===== config.mk =====
export PLATFORM = sky130hd
export DESIGN_NAME = alu_issue_seq_flat
export DESIGN_NICKNAME = d
export VERILOG_FILES = /design/src/rtl/alu_issue_seq_if.sv /design/src/rtl/alu_issue_seq.sv /design/src/flat_wrapper.sv
export SDC_FILE = /design/constraint.sdc
export NUM_CORES = 1
export LEC_CHECK = 0
export BUFFER_PORTS_ARGS = -buffer_cell sky130_fd_sc_hd__buf_2
export CAP_MARGIN = 0
export CORE_ASPECT_RATIO = 0.8
export CORE_UTILIZATION = 52
export CTS_BUF_LIST = sky130_fd_sc_hd__clkbuf_4 sky130_fd_sc_hd__clkbuf_8
export CTS_CLUSTER_DIAMETER = 40
export DETAILED_ROUTE_END_ITERATION = 8
export PLACE_DENSITY_LB_ADDON = 0.2
export SYNTH_ARGS = -nofsm -noshare
export SYNTH_HDL_FRONTEND = slang
export SYNTH_SLANG_ARGS = --single-unit

===== constraint.sdc =====
create_clock -name clk -period 3.1 [get_ports clk]
set_input_delay 0.62 -clock clk [delete_from_list [all_inputs] [get_ports clk]]
set_output_delay 0.62 -clock clk [all_outputs]
set_load 0.005 [all_outputs]

===== src/rtl/alu_issue_seq_if.sv =====
// Request/response handshake bundle between the issuing control and alu_issue_seq.
// Master drives requests and consumes responses; slave is the sequencer side.
interface alu_issue_seq_if #(
   parameter int W = 16
);
   logic         req_valid;
   logic         req_ready;
   logic [1:0]   req_aluop;
   logic [2:0]   req_funct;
   logic [W-1:0] req_a;
   logic [W-1:0] req_b;
   logic         rsp_valid;
   logic         rsp_ready;
   logic [W-1:0] rsp_data;
   logic         rsp_zero;
   logic         rsp_err;

   modport master (
      output req_valid, req_aluop, req_funct, req_a, req_b, rsp_ready,
      input  req_ready, rsp_valid, rsp_data, rsp_zero, rsp_err
   );

   modport slave (
      input  req_valid, req_aluop, req_funct, req_a, req_b, rsp_ready,
      output req_ready, rsp_valid, rsp_data, rsp_zero, rsp_err
   );
endinterface


===== src/rtl/alu_issue_seq.sv =====
// Issue/collect sequencer for the combinational 16-bit ALU; one op in flight.
// Optional macro ALU_SLT_EN enables the slt (funct 100) decode.
module alu_issue_seq #(
   parameter int inst_SIZE = 16,
   parameter int MUL_LAT   = 2
) (
   input  logic                 clk,
   input  logic                 rst_n,
   alu_issue_seq_if.slave       bus,
   output logic [2:0]           ALU_ctrl,
   output logic [inst_SIZE-1:0] in0,
   output logic [inst_SIZE-1:0] in1,
   input  logic [inst_SIZE-1:0] ALU_output,
   input  logic                 zero
);

   typedef enum logic [1:0] {IDLE, EXEC, RESP} state_e;

   state_e               state_q, state_d;
   logic [2:0]           ctrl_q, ctrl_d;
   logic [inst_SIZE-1:0] in0_q, in0_d;
   logic [inst_SIZE-1:0] in1_q, in1_d;
   logic [3:0]           cnt_q, cnt_d;
   logic [inst_SIZE-1:0] data_q, data_d;
   logic                 zero_q, zero_d;
   logic                 err_q, err_d;
   logic [2:0]           dec_ctrl;
   logic                 dec_ill;

   always_comb begin
      dec_ctrl = 3'b000;
      dec_ill  = 1'b0;
      case (bus.req_aluop)
         2'b00: dec_ctrl = 3'b000;
         2'b01: dec_ctrl = 3'b001;
         2'b11: dec_ctrl = 3'b011;
         default: begin
            case (bus.req_funct)
               3'b110, 3'b111: dec_ill = 1'b1;
`ifdef ALU_SLT_EN
               3'b100: dec_ctrl = 3'b100;
`else
               3'b100: dec_ill = 1'b1;
`endif
               default: dec_ctrl = bus.req_funct;
            endcase
         end
      endcase
   end

   always_comb begin
      state_d = state_q;
      ctrl_d  = ctrl_q;
      in0_d   = in0_q;
      in1_d   = in1_q;
      cnt_d   = cnt_q;
      data_d  = data_q;
      zero_d  = zero_q;
      err_d   = err_q;
      case (state_q)
         IDLE: begin
            if (bus.req_valid) begin
               if (dec_ill) begin
                  // ALU inputs untouched so the datapath sees no spurious op
                  data_d  = '0;
                  zero_d  = 1'b0;
                  err_d   = 1'b1;
                  state_d = RESP;
               end else begin
                  in0_d   = bus.req_a;
                  in1_d   = bus.req_b;
                  ctrl_d  = dec_ctrl;
                  cnt_d   = (dec_ctrl == 3'b101) ? 4'(MUL_LAT - 1) : 4'd0;
                  state_d = EXEC;
               end
            end
         end
         EXEC: begin
            if (cnt_q != 4'd0) begin
               cnt_d = cnt_q - 4'd1;
            end else begin
               data_d  = ALU_output;
               zero_d  = zero;
               err_d   = 1'b0;
               state_d = RESP;
            end
         end
         RESP: begin
            if (bus.rsp_ready) state_d = IDLE;
         end
         default: state_d = IDLE;
      endcase
   end

   always_ff @(posedge clk or negedge rst_n) begin
      if (!rst_n) begin
         state_q <= IDLE;
         ctrl_q  <= 3'b000;
         in0_q   <= '0;
         in1_q   <= '0;
         cnt_q   <= 4'd0;
         data_q  <= '0;
         zero_q  <= 1'b0;
         err_q   <= 1'b0;
      end else begin
         state_q <= state_d;
         ctrl_q  <= ctrl_d;
         in0_q   <= in0_d;
         in1_q   <= in1_d;
         cnt_q   <= cnt_d;
         data_q  <= data_d;
         zero_q  <= zero_d;
         err_q   <= err_d;
      end
   end

   assign bus.req_ready = (state_q == IDLE);
   assign bus.rsp_valid = (state_q == RESP);
   assign bus.rsp_data  = data_q;
   assign bus.rsp_zero  = zero_q;
   assign bus.rsp_err   = err_q;
   assign ALU_ctrl      = ctrl_q;
   assign in0           = in0_q;
   assign in1           = in1_q;

endmodule


===== src/flat_wrapper.sv =====
// flat-port wrapper written by rule: the top's interface ports become plain ports
module alu_issue_seq_flat 
#(
   parameter int inst_SIZE = 16,
   parameter int MUL_LAT   = 2
)
  (clk, rst_n, ALU_ctrl, in0, in1, ALU_output, zero, bus_req_valid, bus_req_aluop, bus_req_funct, bus_req_a, bus_req_b, bus_rsp_ready, bus_req_ready, bus_rsp_valid, bus_rsp_data, bus_rsp_zero, bus_rsp_err);
  alu_issue_seq_if #(.W(16)) bus_i ();
  input  logic clk;
  input  logic rst_n;
  output logic [2:0] ALU_ctrl;
  output logic [inst_SIZE-1:0] in0;
  output logic [inst_SIZE-1:0] in1;
  input  logic [inst_SIZE-1:0] ALU_output;
  input  logic zero;
  input wire logic [$bits(bus_i.req_valid)-1:0] bus_req_valid;
  input wire logic [$bits(bus_i.req_aluop)-1:0] bus_req_aluop;
  input wire logic [$bits(bus_i.req_funct)-1:0] bus_req_funct;
  input wire logic [$bits(bus_i.req_a)-1:0] bus_req_a;
  input wire logic [$bits(bus_i.req_b)-1:0] bus_req_b;
  input wire logic [$bits(bus_i.rsp_ready)-1:0] bus_rsp_ready;
  output wire logic [$bits(bus_i.req_ready)-1:0] bus_req_ready;
  output wire logic [$bits(bus_i.rsp_valid)-1:0] bus_rsp_valid;
  output wire logic [$bits(bus_i.rsp_data)-1:0] bus_rsp_data;
  output wire logic [$bits(bus_i.rsp_zero)-1:0] bus_rsp_zero;
  output wire logic [$bits(bus_i.rsp_err)-1:0] bus_rsp_err;
  assign bus_i.req_valid = bus_req_valid;
  assign bus_i.req_aluop = bus_req_aluop;
  assign bus_i.req_funct = bus_req_funct;
  assign bus_i.req_a = bus_req_a;
  assign bus_i.req_b = bus_req_b;
  assign bus_i.rsp_ready = bus_rsp_ready;
  assign bus_req_ready = bus_i.req_ready;
  assign bus_rsp_valid = bus_i.rsp_valid;
  assign bus_rsp_data = bus_i.rsp_data;
  assign bus_rsp_zero = bus_i.rsp_zero;
  assign bus_rsp_err = bus_i.rsp_err;
  alu_issue_seq #(.inst_SIZE(inst_SIZE), .MUL_LAT(MUL_LAT)) u_core (.clk(clk), .rst_n(rst_n), .bus(bus_i), .ALU_ctrl(ALU_ctrl), .in0(in0), .in1(in1), .ALU_output(ALU_output), .zero(zero));
endmodule

==> results.yml, run 1 <==
die:
  io_pins: 113
  rows: 22
  chipHeight_um: 64.45
  dieWidth_um: 80.06
  start_util_pct: 54.82
  core_area_um2: 4624
  die_area_um2: 5160
timing:
  tightest_slew_ps: 794.8
  grt_setup_unrepaired: "no"
  period_share_pct: 70.49
  max_freq_mhz: 457.6
  finalCriticalPeriod_ps: 2185
  setup_viol: 0
  slew_violations: 0
  final.setup.tns_ps: 0
  hold_viol: 0
  relSlewSlack_pct: 47.01
  fin_skew_ps: 9.698
logic_synthesis:
  async_reset_ff_share_pct: 100.0
  avgSynthCellArea_um2: 13.34
  synth_fp_nets: 250
  synth_top_cell_by_area: "dfrtp_1"
  yosys.cell_count.top_type: "dfrtp_1"
  synth_area_um2: 2535
  synth-seq-cells: 59
  synth_edf_count: 0
  yosys-top-cells-area: "dfrtp_1 (58%), mux2_2 (12%), o2bb2ai_1 (5.9%)"
  synthDistinctLibCells: 37
  synth_warnings: 0
  post-synth-top-area-fraction_pct: 58.24
  ys.flop_type: "dfrtp_1"
  synth_cells: 190
  synth.top_cells.by_count: "dfrtp_1 (59), mux2_2 (28), a22oi_1 (17), o2bb2ai_1 (17), clkbuf_1 (6)"
  ys_seq_area_share_pct: 58.24
cells_and_area:
  synthToLayoutAreaGrowth_pct: 31.74
  final_nets: 361
  drive_gt1_share_pct: 53.27
  n_antenna_cell: 0
routing:
  wirelength_mm: 5.403
  via_count: 1976
  viasPerCell: 5.399
  routedWlPerCell_um: 14.76
  postRouteAntennaNets: 0
  drc: 0
  drtPass1Iterations: 4
  drtIter0Drc: 120
grt:
  grt_pass1_vias: 1958
  grtUsageTotal_pct: 23.18
  grt_pass1_wl_mm: 8.942
  overflow: 0
  grt_max_degree: 60
  antenna_found_initial: 0
outcome:
  outcome: "finished, final reports clean"
setup_path:
  worstReg2RegStart: "u_core.cnt_q[0]$_DFFE_PN0P_"
  end_kind: "flop"
  worstSetupStartpointType: "flop"
  r2r-end: "u_core.bus.rsp_data[3]$_DFFE_PN0P_"
  crit_required_ps: 3350
  reg2reg_depth: 6
  crit_path_start: "u_core.cnt_q[0]$_DFFE_PN0P_"
  crit_fanout: 23
  worstPathArrival_ps: 2430
  path_class: "flop to flop"
  slowest_stage: "or3b_1"
  crit_chain: "inv_1 > ha_1 > or3b_1 > nor2_4 > a22oi_1 > o2bb2ai_1"
  regToRegSetupSlack_ps: 910
  cp-endpoint: "u_core.bus.rsp_data[3]$_DFFE_PN0P_"
  worst_path_largest_cell_delay_ps: 680
place:
  place.gp.congestion: 0.7767
  dp_hpwl_mm: 3.749
  portBuffers: 112
cts:
  root_buffer: "clkbuf_8"
  clockBufferDepth: 2
  insertion_delay_ps: 330
  cts_num_sinks: 59
  cts-resized-gates: 0
  htree_levels: 3
  cts_hold_buffers: 0
  cts_inserted_buffers: 9
  cts_tree: "built"
  cts_setup_buffers: 0
  cts.clk_slew.worst_paths_ps: 70
power_and_ir_drop:
  p_leak_nw: 1.639
  power_w: 0.003457
  peakVddDrop_mv: 0.5588
  pwr_density_cell_nw_per_um2: 1035
min_path:
  worstHoldPathType: "input port to async pin"
flow_run:
  drv_cap: 0
[cells by family (layout without fill, tap and decap cells)]
logic type      count (synthesis)  in the layout  synth area share [%]
simple gates                   25             25                 6.466
mux                            33             33                 14.61
flops                          59             59                 58.24
xor+xnor                        1              1                0.3456
buf+inv                        17            133                 3.751
compound gates                 53             53                 15.60
fa+ha+maj                       2              2                0.9870
[worst min-delay path by stage]
stage / start / endpoint / slack [ps] / cells after the start
2_1_floorplan: rst_n / u_core.ALU_ctrl[0]$_DFFE_PN0P_ / 320 / 0
3_3_place_gp: u_core.ALU_ctrl[1]$_DFFE_PN0P_ / u_core.ALU_ctrl[1]$_DFFE_PN0P_ / 460 / 2
3_5_place_dp: u_core.ALU_ctrl[1]$_DFFE_PN0P_ / u_core.ALU_ctrl[1]$_DFFE_PN0P_ / 480 / 2
4_1_cts: rst_n / u_core.in0[15]$_DFFE_PN0P_ / 450 / 2
5_1_grt: rst_n / u_core.in1[2]$_DFFE_PN0P_ / 480 / 2
6_report: rst_n / u_core.in0[15]$_DFFE_PN0P_ / 420 / 2
[placed cells by master (no fill, tap or decap), types with 2 or more instances in the layout]
master,instances
mux2_1,4
clkbuf_8,10
buf_2,112
nor2b_1,2
a21oi_1,5
clkbuf_4,2
o31a_1,2
inv_1,3
nand3_1,2
mux2_2,28
bufinv_16,2
buf_4,2
nand2b_1,2
dfrtp_1,59
o21ai_0,5
nor2_1,5
o2bb2ai_1,17
nand2_1,5
a22oi_1,17
ha_1,2
[sequential cells by signal (all words and copies together), names as in the netlist]
name,flops
u_core.in1,16
u_core.bus.rsp_zero,1
u_core.state_q,2
u_core.in0,16
u_core.bus.rsp_data,16
u_core.ALU_ctrl,3
u_core.cnt_q,4
u_core.bus.rsp_err,1
[per-layer routing]
metal | routed length [µm] | GRT usage (%) | part of all wire (%)
met4 | 35 | 6.696 | 0.65
met2 | 2559 | 35.36 | 47
met1 | 2366 | 29.25 | 44
met5 | 0 | 0 | 0
met3 | 442 | 11.41 | 8.2
[stage by stage]
stage	utilization, %	area, µm²	worst slack, ps	hold slack, ps	std cells
floorplan	-	2535	1265	324.4	190
global placement	67.32	3113	980.1	463.6	350
detailed placement	67.32	3113	906.8	475.3	350
CTS	72.21	3339	909.8	446.4	366
global route	72.21	3339	686.9	476.6	366
finish	72.21	3339	914.9	417.3	366
[worst max-delay path: cells and delay by family, from the launching register on]
kind | cells | cell delay (ps)
compound gates | 2 | 310
fa+ha+maj | 1 | 140
buf+inv | 1 | 110
flops | 1 | 400
simple gates | 2 | 1130
[where the power goes]
group | total [W] | internal (W) | switching, W | leakage (nW)
Sequential | 0.00139 | 0.00114 | 0.000251 | 0.721
Clock | 0.000784 | 0.000493 | 0.000292 | 0.117
Combinational | 0.00128 | 0.000688 | 0.000596 | 0.800
Total | 0.00346 | 0.00232 | 0.00114 | 1.64
[layout make-up]
cell class | instances | area, µm²
clock inverter | 4 | 73.82
tap | 60 | 75.07
timing repair buffer | 114 | 575.6
inverter | 3 | 11.26
fill | 345 | 1285
sequential | 59 | 1476
clock buffer | 12 | 152.6
multi-input combinational | 114 | 974.7
(Power assumes the default switching activity.)
==> run 2, diff against run 1 <==
--- a/config.mk
+++ b/config.mk
@@ -5,10 +5,11 @@
 export SDC_FILE = /design/constraint.sdc
 export NUM_CORES = 1
 export LEC_CHECK = 0
+export ABC_AREA = 1
 export BUFFER_PORTS_ARGS = -buffer_cell sky130_fd_sc_hd__buf_2
 export CAP_MARGIN = 0
 export CORE_ASPECT_RATIO = 0.8
-export CORE_UTILIZATION = 52
+export CORE_UTILIZATION = 48
 export CTS_BUF_LIST = sky130_fd_sc_hd__clkbuf_4 sky130_fd_sc_hd__clkbuf_8
 export CTS_CLUSTER_DIAMETER = 40
 export DETAILED_ROUTE_END_ITERATION = 8
==> constraint.sdc (replaced) <==
create_clock -name clk -period 2.2 [get_ports clk]
set_input_delay 0.44 -clock clk [delete_from_list [all_inputs] [get_ports clk]]
set_output_delay 0.44 -clock clk [all_outputs]
set_load 0.005 [all_outputs]
==> run 2 against run 1 <==
  * Global-route usage fell by 0.85 points
  * Total power rose by 27%
  * Register-to-register slack got worse by 140 ps
  * Die area rose by 6.9%
  * Critical endpoint is now bus_req_ready
==> results.yml, run 2 <==
cells_and_area:
  seq_area_um2: 1476
  synthToLayoutAreaGrowth_pct: 31.20
  final_area_um2: 3288
  layout_common_cells: "nand2_1 (177), buf_2 (112), dfrtp_1 (59)"
  n_antenna_cell: 0
  final_nets: 472
  multi_input_area_um2: 910.9
  final_common_cell: "nand2_1"
  fin_util_pct: 65.67
  fillers: 455
  drive_gt1_share_pct: 34.22
timing:
  grt_setup_unrepaired: "no"
  tightest_slew_ps: 550.0
  slew_violations: 0
  final.setup.tns_ps: 0
  finalCriticalPeriod_ps: 1530
  max_freq_mhz: 653.6
  hold_viol: 0
  setup_viol: 0
  period_share_pct: 69.55
  fin_skew_ps: 6.553
  relSlewSlack_pct: 63.28
setup_path:
  slowest_stage: "dfrtp_1"
  end_kind: "output port"
  path_class: "flop to output port"
  crit_chain: "nor2_4 > buf_2"
  crit_required_ps: 1760
  worstSetupStartpointType: "flop"
  crit_fanout: 5
  worstReg2RegStart: "u_core.cnt_q[0]$_DFFE_PN0P_"
  path_delay_family: "flip-flops"
  cp_num_buf_inv: 1
  worst_path_largest_cell_delay_ps: 450
  crit_path_start: "u_core.state_q[1]$_DFFE_PN0P_"
  worstPathArrival_ps: 1090
outcome:
  outcome: "finished, final reports clean"
routing:
  drtIter0Drc: 74
  via_count: 2153
  wirelength_mm: 5.621
  drc: 0
  drtPass1Iterations: 4
  postRouteAntennaNets: 0
  routedWlPerCell_um: 11.78
  viasPerCell: 4.514
grt:
  grt_max_degree: 41
  grt_pass1_wl_mm: 8.942
  grtUsageTotal_pct: 22.33
  antenna_found_initial: 0
  grt_pass1_vias: 2032
  overflow: 0
cts:
  cts_tree: "built"
  cts_num_sinks: 59
  cts_hold_buffers: 0
  insertion_delay_ps: 320
  cts-resized-gates: 0
  root_buffer: "clkbuf_8"
  cts_setup_buffers: 0
  htree_levels: 3
  cts.clk_slew.worst_paths_ps: 60
  clockBufferDepth: 2
  cts_inserted_buffers: 9
logic_synthesis:
  ys.flop_type: "dfrtp_1"
  synth_edf_count: 0
  yosys.cell_count.top_type: "nand2_1"
  synth_area_um2: 2506
  synth_fp_nets: 355
  yosys-top-cells-area: "dfrtp_1 (59%), nand2_1 (27%), nand3_1 (2.2%)"
  synthDistinctLibCells: 22
  synth.top_cells.by_count: "nand2_1 (177), dfrtp_1 (59), nand3_1 (11)"
  avgSynthCellArea_um2: 8.495
  synth_warnings: 0
  async_reset_ff_share_pct: 100.0
  synth_cells: 295
  synth-seq-cells: 59
  post-synth-top-area-fraction_pct: 58.91
  ys_seq_area_share_pct: 58.91
  synth_top_cell_by_area: "dfrtp_1"
place:
  portBuffers: 112
  place.gp.congestion: 0.7815
  dpl-instance-area_um2: 3103
  dp_hpwl_mm: 4.017
die:
  dieWidth_um: 82.79
  start_util_pct: 50.05
  rows: 23
  die_area_um2: 5516
  core_area_um2: 5007
  io_pins: 113
  chipHeight_um: 66.63
power_and_ir_drop:
  p_int_w: 0.002778
  clkPwrFrac_pct: 21.2
  power_w: 0.004394
  p_seq_share_pct: 41.0
  p_leak_nw: 2.005
  peakVddDrop_mv: 0.8899
  p_sw_w: 0.001616
  swShare_pct: 36.78
  comb_power_share_pct: 37.8
  pwr_density_cell_nw_per_um2: 1336
flow_run:
  drv_cap: 0
min_path:
  worstHoldPathType: "input port to async pin"
[run 2: worst paths after layout]
| kind | end | slack, ps | cells past startpoint |
|---|---|---|---|
| min reg2reg | u_core.bus.rsp_data[7]$_DFFE_PN0P_ | 470 | 2 |
| min in group clk | u_core.state_q[1]$_DFFE_PN0P_ | 280 | 2 |
| max in group asynchronous | u_core.bus.rsp_data[5]$_DFFE_PN0P_ | 1420 | 2 |
| max | bus_req_ready | 670 | 2 |
| min | u_core.state_q[1]$_DFFE_PN0P_ | 100 | 1 |
| max reg2reg | u_core.bus.rsp_data[6]$_DFFE_PN0P_ | 770 | 7 |
[run 2: power by group through the flow]
stage	sequential (W)	combinational, W	clock, W
3_3_place_gp	0.00180	0.00164	0
2_1_floorplan	0.00184	0.00101	0
4_1_cts	0.00180	0.00170	0.000961
3_5_place_dp	0.00180	0.00170	0
5_1_grt	0.00186	0.00194	0.00100
6_report	0.00180	0.00166	0.000930
[run 2: cell families (layout without fill, tap and decap cells)]
family                   after synthesis  count (layout)  synth area share [%]
AND/OR/NAND/NOR                      205             205                 33.75
buffers and inverters                 23             143                 4.743
adder cells (fa/ha/maj)                2               2                0.9983
flip-flops                            59              59                 58.91
XOR/XNOR                               1               1                0.3495
AO/OA/AOI/OAI                          5               5                 1.248
[run 2: stage by stage]
step,hold slack [ps],std cells,worst slack [ps]
final,98.30,477,669.9
after global placement,442.1,463,630.2
after global routing,112.5,477,562.7
after floorplan,144.4,295,826.7
after CTS,95.44,477,644.7
after detailed placement,450.8,463,551.6
[run 2: layout make-up]
class,count,share of cell area [%]
repair buffers,115,17.73
clock inverters,3,1.218
clock buffers,11,4.414
multi-input cells,213,27.70
inverters,14,1.674
well taps,62,2.359
flip-flops and latches,59,44.90
[run 2: per-layer routing]
metal | GRT usage [%] | share of wire (%) | routed length, µm
met5 | 0 | 0 | 0
met4 | 8.405 | 1.3 | 74
met1 | 28.13 | 48 | 2702
met2 | 34.73 | 44 | 2460
met3 | 8.356 | 6.8 | 383
==> run 3, diff against run 2 <==
--- a/config.mk
+++ b/config.mk
@@ -9,7 +9,7 @@
 export BUFFER_PORTS_ARGS = -buffer_cell sky130_fd_sc_hd__buf_2
 export CAP_MARGIN = 0
 export CORE_ASPECT_RATIO = 0.8
-export CORE_UTILIZATION = 48
+export CORE_UTILIZATION = 44
 export CTS_BUF_LIST = sky130_fd_sc_hd__clkbuf_4 sky130_fd_sc_hd__clkbuf_8
 export CTS_CLUSTER_DIAMETER = 40
 export DETAILED_ROUTE_END_ITERATION = 8
==> constraint.sdc (replaced) <==
create_clock -name clk -period 1.4 [get_ports clk]
set_input_delay 0.28 -clock clk [delete_from_list [all_inputs] [get_ports clk]]
set_output_delay 0.28 -clock clk [all_outputs]
set_load 0.005 [all_outputs]
==> run 3 against run 2 <==
  * Global-route usage fell by 2.4 points
  * Register-to-register slack got worse by 730 ps
  * Largest cell class unchanged
  * Clock skew fell by 2.2 ps
  * Largest power group is now combinational cells
==> results.yml, run 3 (synthesis results as in run 2) <==
outcome:
  outcome: "finished, final reports clean"
cts:
  htree_levels: 3
  cts_inserted_buffers: 9
  cts_num_sinks: 59
  clockBufferDepth: 2
  cts.clk_slew.worst_paths_ps: 70
  cts_tree: "built"
  root_buffer: "clkbuf_8"
  insertion_delay_ps: 330
place:
  dp_slack_ps: 21.68
  place.gp.congestion: 0.8076
  dpl-instance-area_um2: 3176
  dp_hpwl_mm: 3.797
  portBuffers: 112
  dp.cells: 481
die:
  io_pins: 113
  rows: 24
  start_util_pct: 45.86
  chipHeight_um: 69.50
  die_area_um2: 6003
  dieWidth_um: 86.38
  core_area_um2: 5465
setup_path:
  crit_required_ps: 1630
  worst_path_largest_cell_delay_ps: 410
  reg2reg_depth: 7
  slowest_stage: "dfrtp_1"
  worstReg2RegStart: "u_core.cnt_q[1]$_DFFE_PN0P_"
  crit_chain: "inv_2 > ha_4 > nand2_4 > a21oi_4 > nand2_4 > nand2_2 > nand2_2"
  crit_fanout: 5
  crit_path_start: "u_core.cnt_q[1]$_DFFE_PN0P_"
  worstPathArrival_ps: 1590
  cp_num_buf_inv: 1
  worstSetupStartpointType: "flop"
  regToRegSetupSlack_ps: 40
  path_class: "flop to flop"
  end_kind: "flop"
  r2r-end: "u_core.bus.rsp_data[2]$_DFFE_PN0P_"
  path_delay_family: "flip-flops"
routing:
  via_count: 2252
  postRouteAntennaNets: 0
  drtPass1Iterations: 4
  drc: 0
  wirelength_mm: 5.813
  drtIter0Drc: 92
  viasPerCell: 4.468
  routedWlPerCell_um: 11.53
timing:
  final.setup.tns_ps: 0
  period_share_pct: 97.35
  slew_violations: 0
  setup_viol: 0
  relSlewSlack_pct: 78.77
  grt_setup_unrepaired: "yes"
  fin_skew_ps: 4.392
  setup_ws_ps: 37.12
  finalCriticalPeriod_ps: 1363
  max_freq_mhz: 733.7
  hold_viol: 0
  tightest_slew_ps: 318.4
power_and_ir_drop:
  peakVddDrop_mv: 1.193
  power_w: 0.007615
  p_leak_nw: 2.073
  pwr_density_cell_nw_per_um2: 2169
  clkPwrFrac_pct: 22.8
  swShare_pct: 37.20
  p_sw_w: 0.002833
  p_int_w: 0.004782
  comb_power_share_pct: 39.8
  p_seq_share_pct: 37.4
cells_and_area:
  final_nets: 481
  n_antenna_cell: 0
  drive_gt1_share_pct: 39.44
  layout_common_cells: "nand2_1 (169), buf_2 (112), dfrtp_1 (56)"
  synthToLayoutAreaGrowth_pct: 40.09
  fin_cells: 504
  final_area_um2: 3511
  final_common_cell: "nand2_1"
min_path:
  min-delay-start: "bus_rsp_ready"
  hold_depth: 2
  min_to: "u_core.state_q[1]$_DFFE_PN0P_"
  worstHoldPathType: "input port to flop"
grt:
  grt_pass1_wl_mm: 9.183
  antenna_found_initial: 0
  grt_pass1_vias: 2060
  grt_max_degree: 60
  grtUsageTotal_pct: 19.90
  overflow: 0
flow_run:
  drv_cap: 0
## run 3: cell types whose count changed in the layout (fill, tap and decap cells not counted), moves of 3 or more
cell	previous run	this run
dfrtp_2	0	3
dfrtp_1	59	56
nand2_1	177	169
inv_1	10	7
nand2_2	0	9
inv_2	3	6
buf_12	0	3
## run 3: cell type report
| cell class | instances | area (µm²) |
|---|---|---|
| clock buffer | 10 | 137.6 |
| clock inverter | 6 | 88.84 |
| fill | 500 | 1954 |
| timing repair buffer | 121 | 668.1 |
| tap | 78 | 97.59 |
| inverter | 14 | 55.05 |
| sequential | 59 | 1480 |
| multi-input combinational | 216 | 983.4 |
## run 3: what timing repair did
item / CTS / global route
hold buffers: 1 / 0
gates cloned: 0 / 3
endpoints found under the hold margin: 59 / 0
buffers inserted: 1 / 2
setup endpoints to repair: 1 / 19
pin swaps: 1 / 5
resized for setup: 1 / 19
## run 3: worst max-delay path by stage
stage,to,slack (ps),depth (start not counted)
3_3_place_gp,u_core.bus.rsp_data[4]$_DFFE_PN0P_,90,7
3_5_place_dp,u_core.bus.rsp_zero$_DFFE_PN0P_,20,7
2_1_floorplan,u_core.bus.rsp_data[0]$_DFFE_PN0P_,30,8
4_1_cts,bus_rsp_valid,4,3
5_1_grt,u_core.bus.rsp_data[2]$_DFFE_PN0P_,-30,7
6_report,u_core.bus.rsp_data[2]$_DFFE_PN0P_,40,7
## run 3: layer usage
| layer | vias up | track usage (%) | wire length (µm) |
|---|---|---|---|
| met5 | - | 0 | 0 |
| met4 | 0 | 6.852 | 78 |
| met3 | 8 | 6.667 | 361 |
| met2 | 77 | 31.57 | 2573 |
| met1 | 1016 | 25.54 | 2800 |
| li1 | 1151 | - | - |
## run 3: power by group through the flow
stage | Clock [W] | Combinational [W] | Sequential (W)
final | 0.00173 | 0.00303 | 0.00285
after global routing | 0.00186 | 0.00341 | 0.00293
after CTS | 0.00179 | 0.00279 | 0.00283
after detailed placement | 0 | 0.00275 | 0.00284
after global placement | 0 | 0.00268 | 0.00283
after floorplan | 0 | 0.00158 | 0.00289
## run 3: stage by stage
| stage | hold slack [ps] | util (%) |
|---|---|---|
| floorplan | -15.59 | - |
| global placement | 310.2 | 58.10 |
| detailed placement | 310.9 | 58.10 |
| CTS | 99.83 | 62.59 |
| global route | 105.7 | 64.24 |
| finish | 109.5 | 64.24 |
